===== config.mk =====
export PLATFORM = sky130hd
export DESIGN_NAME = rtype_seq_ctrl
export DESIGN_NICKNAME = d
export VERILOG_FILES = /design/src/rtl/rtype_seq_ctrl.sv
export SDC_FILE = /design/constraint.sdc
export NUM_CORES = 1
export LEC_CHECK = 0
export ABC_AREA = 1
export BUFFER_PORTS_ARGS = -buffer_cell sky130_fd_sc_hd__buf_2
export CAP_MARGIN = 15
export CORE_MARGIN = 2
export CORE_UTILIZATION = 53
export CTS_BUF_LIST = sky130_fd_sc_hd__clkbuf_16
export DETAILED_ROUTE_END_ITERATION = 16
export PLACE_DENSITY = 0.84
export SYNTH_ARGS = -nofsm -noshare
export SYNTH_HDL_FRONTEND = slang
export SYNTH_SLANG_ARGS = --single-unit

===== constraint.sdc =====
create_clock -name clk -period 2.1 [get_ports clk]
set_input_delay 0.21 -clock clk [delete_from_list [all_inputs] [get_ports clk]]
set_output_delay 0.21 -clock clk [all_outputs]
set_load 0.02 [all_outputs]

===== src/rtl/rtype_seq_ctrl.sv =====
// Multi-cycle FETCH/DECODE/EXECUTE/WRITEBACK sequencer for the R-type datapath.
// Optional retire counter port enabled by defining SEQ_RETIRE_CNT_EN.
module rtype_seq_ctrl #(
    parameter int FETCH_TIMEOUT = 16,
    parameter int XLEN          = 32
) (
    input  logic            clk,
    input  logic            reset,
    input  logic            run_en,
    output logic            imem_req,
    input  logic            imem_ready,
    input  logic [XLEN-1:0] imem_rdata,
    output logic [XLEN-1:0] ir,
    output logic            pc_en,
    output logic            rf_we,
    output logic [1:0]      aluop,
    output logic            busy,
    output logic            trap,
    output logic [1:0]      trap_cause
`ifdef SEQ_RETIRE_CNT_EN
    ,
    output logic [31:0]     retire_cnt
`endif
);

    typedef enum logic [2:0] {
        S_IDLE      = 3'd0,
        S_FETCH     = 3'd1,
        S_DECODE    = 3'd2,
        S_EXECUTE   = 3'd3,
        S_WRITEBACK = 3'd4,
        S_TRAP      = 3'd5
    } state_t;

    localparam logic [1:0] ALUOP_RTYPE   = 2'b10;
    localparam logic [1:0] CAUSE_ILLEGAL = 2'b01;
    localparam logic [1:0] CAUSE_TIMEOUT = 2'b10;
    localparam logic [7:0] CNT_LAST      = 8'(FETCH_TIMEOUT - 1);

    state_t     state_r;
    logic [7:0] fetch_cnt_r;

    // Only base add/sub/shift/logic R-type encodings are accepted; bit 30 is legal for sub and sra only.
    function automatic logic is_legal_rtype(input logic [6:0] opcode,
                                            input logic [6:0] funct7,
                                            input logic [2:0] funct3);
        logic legal;
        legal = 1'b0;
        if (opcode == 7'b0110011) begin
            case (funct7)
                7'b0000000: legal = 1'b1;
                7'b0100000: legal = (funct3 == 3'b000) || (funct3 == 3'b101);
                default:    legal = 1'b0;
            endcase
        end else begin
            legal = 1'b0;
        end
        return legal;
    endfunction

    // Sequencer: state plus every output registered together, so outputs track the current state.
    always_ff @(posedge clk) begin
        if (reset) begin
            state_r     <= S_IDLE;
            fetch_cnt_r <= 8'd0;
            ir          <= '0;
            imem_req    <= 1'b0;
            pc_en       <= 1'b0;
            rf_we       <= 1'b0;
            aluop       <= 2'b00;
            busy        <= 1'b0;
            trap        <= 1'b0;
            trap_cause  <= 2'b00;
        end else begin
            imem_req <= 1'b0;
            pc_en    <= 1'b0;
            rf_we    <= 1'b0;
            aluop    <= 2'b00;
            case (state_r)
                S_IDLE: begin
                    if (run_en) begin
                        state_r  <= S_FETCH;
                        imem_req <= 1'b1;
                        busy     <= 1'b1;
                    end else begin
                        state_r  <= S_IDLE;
                        busy     <= 1'b0;
                    end
                end
                S_FETCH: begin
                    // A ready arriving on the last allowed cycle still completes the fetch.
                    if (imem_ready) begin
                        ir          <= imem_rdata;
                        fetch_cnt_r <= 8'd0;
                        state_r     <= S_DECODE;
                    end else if (fetch_cnt_r == CNT_LAST) begin
                        fetch_cnt_r <= 8'd0;
                        state_r     <= S_TRAP;
                        busy        <= 1'b0;
                        trap        <= 1'b1;
                        trap_cause  <= CAUSE_TIMEOUT;
                    end else begin
                        fetch_cnt_r <= fetch_cnt_r + 8'd1;
                        imem_req    <= 1'b1;
                        state_r     <= S_FETCH;
                    end
                end
                S_DECODE: begin
                    if (is_legal_rtype(ir[6:0], ir[31:25], ir[14:12])) begin
                        state_r <= S_EXECUTE;
                        aluop   <= ALUOP_RTYPE;
                    end else begin
                        state_r    <= S_TRAP;
                        busy       <= 1'b0;
                        trap       <= 1'b1;
                        trap_cause <= CAUSE_ILLEGAL;
                    end
                end
                S_EXECUTE: begin
                    state_r <= S_WRITEBACK;
                    aluop   <= ALUOP_RTYPE;
                    pc_en   <= 1'b1;
                    rf_we   <= (ir[11:7] != 5'd0);
                end
                S_WRITEBACK: begin
                    if (run_en) begin
                        state_r  <= S_FETCH;
                        imem_req <= 1'b1;
                    end else begin
                        state_r  <= S_IDLE;
                        busy     <= 1'b0;
                    end
                end
                S_TRAP: begin
                    state_r <= S_TRAP;
                    busy    <= 1'b0;
                    trap    <= 1'b1;
                end
                default: begin
                    state_r     <= S_IDLE;
                    fetch_cnt_r <= 8'd0;
                    busy        <= 1'b0;
                    trap        <= 1'b0;
                    trap_cause  <= 2'b00;
                end
            endcase
        end
    end

`ifdef SEQ_RETIRE_CNT_EN
    // Retired-instruction counter, one count per pc_en pulse, wrapping naturally.
    always_ff @(posedge clk) begin
        if (reset) begin
            retire_cnt <= 32'd0;
        end else if (pc_en) begin
            retire_cnt <= retire_cnt + 32'd1;
        end else begin
            retire_cnt <= retire_cnt;
        end
    end
`endif

endmodule

After elaboration in Yosys (flattened, before gate mapping)
Index checks and enable logic that the tools add are counted.
{"block": "word_totals", "mem_bits_ro": 0, "mem_bits_rw": 0, "mem_count": 0, "register_bits": 52, "latchBits": 0, "inputBits": 36, "word_cells": 73, "output_inout_bits": 41}
{"block": "classes", "reduce_logical": 14, "n_mux": 32, "mul": 0, "bitwise_logic": 3, "n_div": 0, "shifts": 0, "magnitude_cmp": 0, "n_addsub": 1, "eq_ne": 13}
{"cell": "two-way mux 8 bit", "n": 2}
{"cell": "case mux 8 bit (2 select lines)", "n": 1}
{"cell": "two-way mux 1 bit", "n": 15}
{"cell": "case mux 3 bit (5 select lines)", "n": 1}
{"cell": "== test 7 x 6 -> 1 bit, second input constant", "n": 2}
{"cell": "== test 3 bit, second input constant", "n": 3}
{"cell": "two-way mux 3 bit", "n": 3}
{"cell": "adder 8 x 1 -> 8 bit, second input constant", "n": 1}
{"cell": "== test 8 x 4 -> 1 bit, second input constant", "n": 1}
{"cell": "two-way mux 2 bit", "n": 4}
{"cell": "inequality test 2 bit, second input constant", "n": 4}
{"cell": "AND reduction 4 bit", "n": 2}
{"cell": "logical NOT 7 bit", "n": 1}
{"cell": "== test 3 x 2 -> 1 bit, second input constant", "n": 2}
{"cell": "logical NOT 3 bit", "n": 2}
{"cell": "case mux 2 bit (3 select lines)", "n": 1}
{"cell": "case mux 1 bit (5 select lines)", "n": 1}
{"cell": "AND reduction 5 bit", "n": 1}
{"cell": "nonzero test 5 bit", "n": 1}
{"cell": "OR reduction 5 bit", "n": 1}
{"cell": "case mux 1 bit (2 select lines)", "n": 2}
{"cell": "case mux 1 bit (4 select lines)", "n": 1}
{"cell": "case mux 2 bit (2 select lines)", "n": 1}
{"cell": "OR reduction 2 bit", "n": 2}
{"cell": "6 further kinds", "n": 8}

Logic depth before layout (Yosys ltp)
Gate-level depths: netlist of the first run.
{"block": "depth", "ltp_word": 8, "depth_mapped": 10, "ltp_nobuf": 10}

Worst setup path after synthesis of the first run
Ideal clock, no wire load.
{"block": "synth_path", "path_kind": "register -> register", "startpoint": "register fetch_cnt_r[0]", "endpoint": "register trap_cause[0]", "setup_slack_ps": 743, "path_stages_with_launch": 9, "t_required_ps": 1968, "synth_period_minus_slack_ps": 1357, "t_arrival_ps": 1225, "setup_ps": 132, "n_path_buf": 0, "path_cell_list": "dfxtp_1 -> ha_1 -> nand2_2 -> nor2_2 -> nand3_2 -> o21ai_4 -> nand3_1 -> nand2_1 -> a21oi_1"}
{"block": "synth_between", "elab_chain_len": 3}
{"element": "start, declared", "line_no": "41", "rtl": "logic [7:0] fetch_cnt_r;"}
{"element": "start signal, assigned", "line_no": "103", "rtl": "fetch_cnt_r <= fetch_cnt_r + 8'd1;"}
{"element": "== test 8 x 4 -> 1 bit", "line_no": "96", "rtl": "end else if (fetch_cnt_r == CNT_LAST) begin"}
{"element": "inequality test 2 bit (no source line)"}
{"element": "AND reduction 4 bit (no source line)"}
{"element": "end signal, assigned", "line_no": "101", "rtl": "trap_cause <= CAUSE_TIMEOUT;"}
{"element": "end signal, assigned", "line_no": "116", "rtl": "trap_cause <= CAUSE_ILLEGAL;"}
{"element": "end signal, assigned", "line_no": "144", "rtl": "trap_cause <= 2'b00;"}
{"element": "end, declared", "line_no": "19", "rtl": "output logic [1:0] trap_cause"}
Every way passes these cells.
A chain may end at the register's enable or synchronous reset.

Final worst setup path of the first run
{"block": "layout_path", "startpoint": "register state_r[1]", "endpoint": "register ir[11]"}
{"block": "layout_between", "elab_chain_len": 2}
{"element": "start, declared", "line_no": "40", "rtl": "state_t state_r;"}
{"element": "start signal, assigned", "line_no": "64", "rtl": "state_r <= S_IDLE;"}
{"element": "start signal, assigned", "line_no": "82", "rtl": "state_r <= S_FETCH;"}
{"element": "start signal, assigned", "line_no": "86", "rtl": "state_r <= S_IDLE;"}
{"element": "== test 3 x 1 -> 1 bit", "line_no": "79", "rtl": "case (state_r)"}
{"element": "AND reduction 2 bit (no source line)"}
{"element": "end signal, assigned", "line_no": "93", "rtl": "ir <= imem_rdata;"}
{"element": "end, declared", "line_no": "13", "rtl": "output logic [XLEN-1:0] ir,"}
Every way passes these cells.

==> results of run 1 <==
-- sequential cells by signal (all words and copies together) (netlist names) --
signal,flops
aluop,1
busy,1
fetch_cnt_r,8
imem_req,1
ir,32
pc_en,1
rf_we,1
state_r,3
trap,1
trap_cause,2
-- worst max-delay path: cells and delay by family (launching register included) --
| family | cells | cell delay [ps] |
|---|---|---|
| and+or+nand+nor | 5 | 390 |
| DFF | 1 | 400 |
| buffers and inverters | 4 | 680 |
-- cells in the mapped netlist (all sizes together) --
cell type | instances | area share
dfxtp | 51 | 0.46
conb | 1 | 0.0017
nand3 | 12 | 0.029
nand2 | 30 | 0.069
o21bai | 1 | 0.0034
clkbuf | 3 | 0.0051
a41oi | 1 | 0.0040
o21a | 1 | 0.0034
ha | 1 | 0.0057
nor3b | 1 | 0.0057
xor2 | 2 | 0.0079
a21oi | 19 | 0.045
a221oi | 1 | 0.0040
o21ai | 35 | 0.086
inv | 30 | 0.051
nand4 | 7 | 0.025
a211oi | 3 | 0.010
buf | 8 | 0.020
nor2 | 77 | 0.15
nor3 | 4 | 0.0091
-- final timing paths --
check	endpoint	startpoint	cells after the start
min reg2reg	trap_cause[0]	trap_cause[0]	2
min	ir[16]	imem_rdata[16]	3
max	ir[11]	state_r[1]	9
max reg2reg	ir[11]	state_r[1]	9
-- where the power goes --
group / total [mW] / switching (mW) / internal (mW)
Clock: 0.774 / 0.341 / 0.433
Combinational: 0.359 / 0.231 / 0.128
Sequential: 1.06 / 0.0369 / 1.02
Total: 2.19 / 0.609 / 1.58
-- cell families (layout without fill, tap and decap cells) --
| kind of cell | count (synthesis) | in the layout | synth area share |
|---|---|---|---|
| AND/OR/NAND/NOR | 131 | 131 | 0.291 |
| flip-flops | 51 | 51 | 0.462 |
| adder cells (fa/ha/maj) | 1 | 1 | 0.00566 |
| XOR/XNOR | 2 | 2 | 0.00793 |
| AO/OA/AOI/OAI | 61 | 61 | 0.156 |
| other | 1 | 1 | 0.00170 |
| buffers and inverters | 41 | 117 | 0.0759 |
-- per-layer routing --
metal,up-vias,global-route usage,share of wire
li1,1084,-,-
met1,934,0.279,0.44
met2,66,0.394,0.49
met3,9,0.0471,0.059
met4,0,0.0900,0.017
met5,-,0,0
-- through the flow --
step	hold slack, ps	setup WS, ps	cells	utilization
after floorplan	288	743	288	-
after global placement	431	636	406	0.656
after detailed placement	439	579	406	0.656
after CTS	143	563	414	0.691
after global routing	158	417	414	0.691
final	145	567	414	0.691
-- area by class of cell --
class	instances	share of cell area
sequential	51	0.370
multi-input combinational	196	0.370
timing repair buffer	79	0.147
clock buffer	5	0.0453
inverter	30	0.0408
tap	50	0.0226
clock inverter	3	0.00543
==> run_results.csv, run 1 <==
group,metric,value,unit
logic_synthesis,synth_cells,288,
route,vias_per_cell,5.06,
floorplan,fp.dieW,68.6,um
global_route,grt_pass1_vias,1882,
critical_path,crit_type,"reg -> reg",
place,dp_hpwl,3710,um
route,drtIter0Drc,101,
clock_network,ctsHtreeMaxLevel,2,
global_route,grt_overflow,0,
floorplan,io_pins,77,
logic_synthesis,ys_ff_latch,51,
global_route,grt_max_degree,30,
final_layout,drive_gt1_frac,0.313,
final_layout,final_common_cell,"buf_2",
floorplan,die_area,4700,um^2
clock_network,clk_latency,290,ps
critical_path,critPathMaxFanout,29,
timing,timing.final.crit_period,1530,ps
global_route,grt_pass1_wl,8070,um
timing,setup-tns-final,0,ps
clock_network,cts_inserted_buffers,5,
pwr,vdd_ir_drop_max,439,uV
final_layout,diodes,0,
final_layout,layout_common_cells,"buf_2, nor2_1, dfxtp_1",
clock_network,cts_tree,"done",
critical_path,crit_required,2330,ps
floorplan,rows,23,
route,wl_per_cell,12.1,um
place,io_buffers,75,
pwr,p_per_area,793,nW/um^2
clock_network,clk_pin_slew,70,ps
global_route,grt_usage,0.229,
timing,timing.final.crit_share,0.730,
critical_path,arrival,1760,ps
clock_network,root_buffer,"clkbuf_16",
logic_synthesis,ys_seq_area_frac,0.462,
route,postRouteAntennaNets,0,
clock_network,cts_buffer_depth,2,
floorplan,design.core.area,4000,um^2
critical_path,endpoint_kind,"flop",
critical_path,start_kind,"flop",
critical_path,cpMostUsedCell,"inv_2",
logic_synthesis,synth_nets,325,
place,gp_congestion,0.880,
final_layout,multi_input_area,1020,um^2
timing,setup_viol,0,
clock_network,holdBufCountCts,0,
critical_path,worst_path_largest_cell_delay,400,ps
job,cap_violations,0,
route,drcViolationCount,0,
logic_synthesis,yosysWarnings,0,
logic_synthesis,synth.distinct_cells,34,
final_layout,register_area,1020,um^2
timing,fmax,652,MHz
floorplan,initial_core_util,0.552,
timing,rsz0062_at_grt,"false",
clock_network,ctsResizeCount,0,
status,status,"finished, final reports clean",
floorplan,die_h,68.6,um
place,place_area,2620,um^2
logic_synthesis,avgSynthCellArea,7.67,um^2
timing,finalHoldViolCount,0,
clock_network,cts_num_sinks,51,
route,drt-pass1-iter-count,4,
global_route,antenna_found_initial,0,
critical_path,cp_slowest_cell,"dfxtp_1",
pwr,leakagePower,1.37,nW
timing,final_max_slew_viol_count,0,
final_layout,syn_to_final_growth,25.0,%
route,via_count,2093,
final_layout,post-route-cell-area,2760,um^2
logic_synthesis,synth_area,2210,um^2
worst_hold_path,hold_class,"in -> reg",
route,wl,4990,um
final_layout,layout.nets,400,
critical_path,reg2reg_slack,570,ps
pwr,total_power,2.19,mW
critical_path,cp_cell_sequence,"inv_2 > nand2_2 > inv_2 > nand2_4 > nor2_8 > inv_2 > buf_4 > nor2_1 > nor2_1",
timing,clock-skew-final,7.69,ps
clock_network,cts_setup_buffers,0,
final_layout,fill_cells,336,
(Power assumes the default switching activity.)
==> run 2, diff against run 1 <==
- CORE_UTILIZATION: 53 -> 44
- PLACE_DENSITY: 0.84 -> 0.75
- clock period: 2.1 -> 1.4 ns (I/O delays scaled with it)
==> run 2 against run 1 <==
Against the previous run:
- the run now ends with negative setup slack left
- flip-flop and latch count did not move
- utilization fell by 3.6 points
- worst hold slack got worse by 76 ps
- register-to-register slack got worse by 580 ps
- maximum frequency rose by 8.8%
- clock skew fell by 3.9 ps
- global-route usage fell by 2.7 points
- sequential power rose by 50%
- clock power rose by 100%
- first-iteration DRC count rose by 79%
- wire length rose by 26%
==> run_results.csv, run 2 (synthesized netlist as in run 1, its figures left out) <==
group,metric,value,unit
critical_path,r2r-end,"state_r[2]",
critical_path,critPathMaxFanout,6,
worst_hold_path,min_to,"ir[17]",
route,drt-pass1-iter-count,5,
timing,fin_ws,-8.62,ps
global_route,grt_overflow,0,
timing,final_max_slew_viol_count,0,
critical_path,endpoint_kind,"flop",
status,violations,"negative setup slack",
timing,fmax,710,MHz
critical_path,arrival,1630,ps
critical_path,cp_cell_sequence,"ha_4 > nand2_4 > nor2_4 > nand3_4 > o21ai_4 > nand4_1 > a21oi_1",
final_layout,register_area,1030,um^2
final_layout,post-route-cell-area,3130,um^2
timing,rsz0062_at_grt,"true",
critical_path,cp_slowest_cell,"dfxtp_2",
global_route,grt_pass1_wl,8710,um
floorplan,initial_core_util,0.462,
worst_hold_path,hold_start,"imem_rdata[17]",
pwr,leakagePower,1.54,nW
final_layout,syn_to_final_growth,41.8,%
route,drtIter0Drc,181,
route,wl,6300,um
final_layout,top_register,"ir",
place,io_buffers,75,
final_layout,reg_top3,"ir (32), fetch_cnt_r (8), state_r (3)",
final_layout,final_common_cell,"buf_2",
critical_path,start_kind,"flop",
job,cap_violations,0,
route,via_count,2272,
final_layout,diodes,0,
pwr,p_per_area,1210,nW/um^2
worst_hold_path,min_path_cells,3,
clock_network,cts_buffer_depth,2,
final_layout,largest_register_ffs,32,
clock_network,clk_pin_slew,70,ps
route,drcViolationCount,0,
place,gp_congestion,0.852,
global_route,grt_pass1_vias,1951,
place,dp.cells,426,
critical_path,crit_buf_inv,0,
route,vias_per_cell,5.06,
global_route,grt_max_degree,42,
floorplan,design.core.area,4790,um^2
clock_network,clk_latency,290,ps
floorplan,rows,25,
global_route,antenna_found_initial,0,
place,place_area,2680,um^2
timing,clock-skew-final,3.82,ps
status,status,"finished with violations",
critical_path,rr_worst_depth,7,
final_layout,finalNonFillerCells,449,
worst_hold_path,hold_class,"in -> reg",
timing,timing.final.crit_period,1410,ps
critical_path,crit_required,1620,ps
critical_path,reg2reg_from,"fetch_cnt_r[1]",
timing,setup_viol,2,
clock_network,cts_num_sinks,51,
timing,finalHoldViolCount,0,
final_layout,layout_common_cells,"buf_2, nor2_1, dfxtp_1",
floorplan,fp.dieW,74.9,um
critical_path,crit_type,"reg -> reg",
pwr,vdd_ir_drop_max,679,uV
clock_network,cts_inserted_buffers,5,
timing,timing.final.crit_share,1.01,
critical_path,reg2reg_slack,-9,ps
route,postRouteAntennaNets,0,
floorplan,die_area,5600,um^2
clock_network,root_buffer,"clkbuf_16",
final_layout,multi_input_area,1090,um^2
critical_path,worst_path_largest_cell_delay,350,ps
place,post-place-ws,-21.9,ps
floorplan,die_h,74.9,um
critical_path,critical_path.top_delay_family,"simple AND/OR/NAND/NOR gates",
clock_network,ctsHtreeMaxLevel,2,
clock_network,cts_tree,"done",
final_layout,layout.nets,418,
timing,hold_slack,68.9,ps
clock_network,holdBufCountCts,0,
place,dp_hpwl,3690,um
floorplan,io_pins,77,
global_route,grt_usage,0.202,
route,wl_per_cell,14.0,um
final_layout,fill_cells,397,
final_layout,drive_gt1_frac,0.385,
-- run 2: cell type report --
| class | count | area share |
|---|---|---|
| repair buffers | 97 | 0.198 |
| well taps | 67 | 0.0268 |
| inverters | 30 | 0.0383 |
| clock buffers | 5 | 0.0399 |
| clock inverters | 3 | 0.0216 |
| multi-input cells | 196 | 0.347 |
| flip-flops and latches | 51 | 0.328 |
-- run 2: report_power, final --
part           switching (mW)  leakage (nW)  internal, mW
registers              0.0593         0.418          1.53
clock network           0.543        0.0900          1.02
logic                   0.392          1.04         0.250
total                   0.995          1.54          2.81
-- run 2: worst max path at each step --
stage          cells after the start             end            from  slack, ps
6_report                           7      state_r[2]  fetch_cnt_r[1]         -9
5_1_grt                           10  fetch_cnt_r[4]  fetch_cnt_r[1]        -50
4_1_cts                            7      state_r[2]  fetch_cnt_r[1]          1
3_5_place_dp                       7   trap_cause[0]  fetch_cnt_r[1]        -20
3_3_place_gp                       8   trap_cause[1]  fetch_cnt_r[1]         50
2_1_floorplan                      8   trap_cause[0]  fetch_cnt_r[0]         40
-- run 2: timing repair --
item                                    CTS  global route
buffers inserted                          2             8
cloned                                    0             5
resized for setup                         6            21
pin swaps                                 4             7
endpoints found under the setup margin    6            39
-- run 2: metal layers --
metal	part of all wire	up-vias	global-route usage	routed length (um)
li1	-	1120	-	-
met5	0	-	0	0
met2	0.49	91	0.344	3110
met4	0.020	0	0.0615	129
met3	0.061	15	0.0455	387
met1	0.42	1046	0.255	2680
-- run 2: worst reg2reg max path, stage by stage, from the launching register on --
cell     delay [ps]
dfxtp_2         350
ha_4            160
nand2_4          70
nor2_4          120
nand3_4         100
o21ai_4         220
nand4_1         170
a21oi_1         150
-- run 2: through the flow --
step / power, mW / util / TNS [ps]
4_1_cts: 3.73 / 0.608 / 0
2_1_floorplan: 1.98 / - / 0
6_report: 3.80 / 0.655 / -9.45
5_1_grt: 3.93 / 0.655 / -277
3_3_place_gp: 2.16 / 0.560 / 0
3_5_place_dp: 2.17 / 0.560 / -44.4
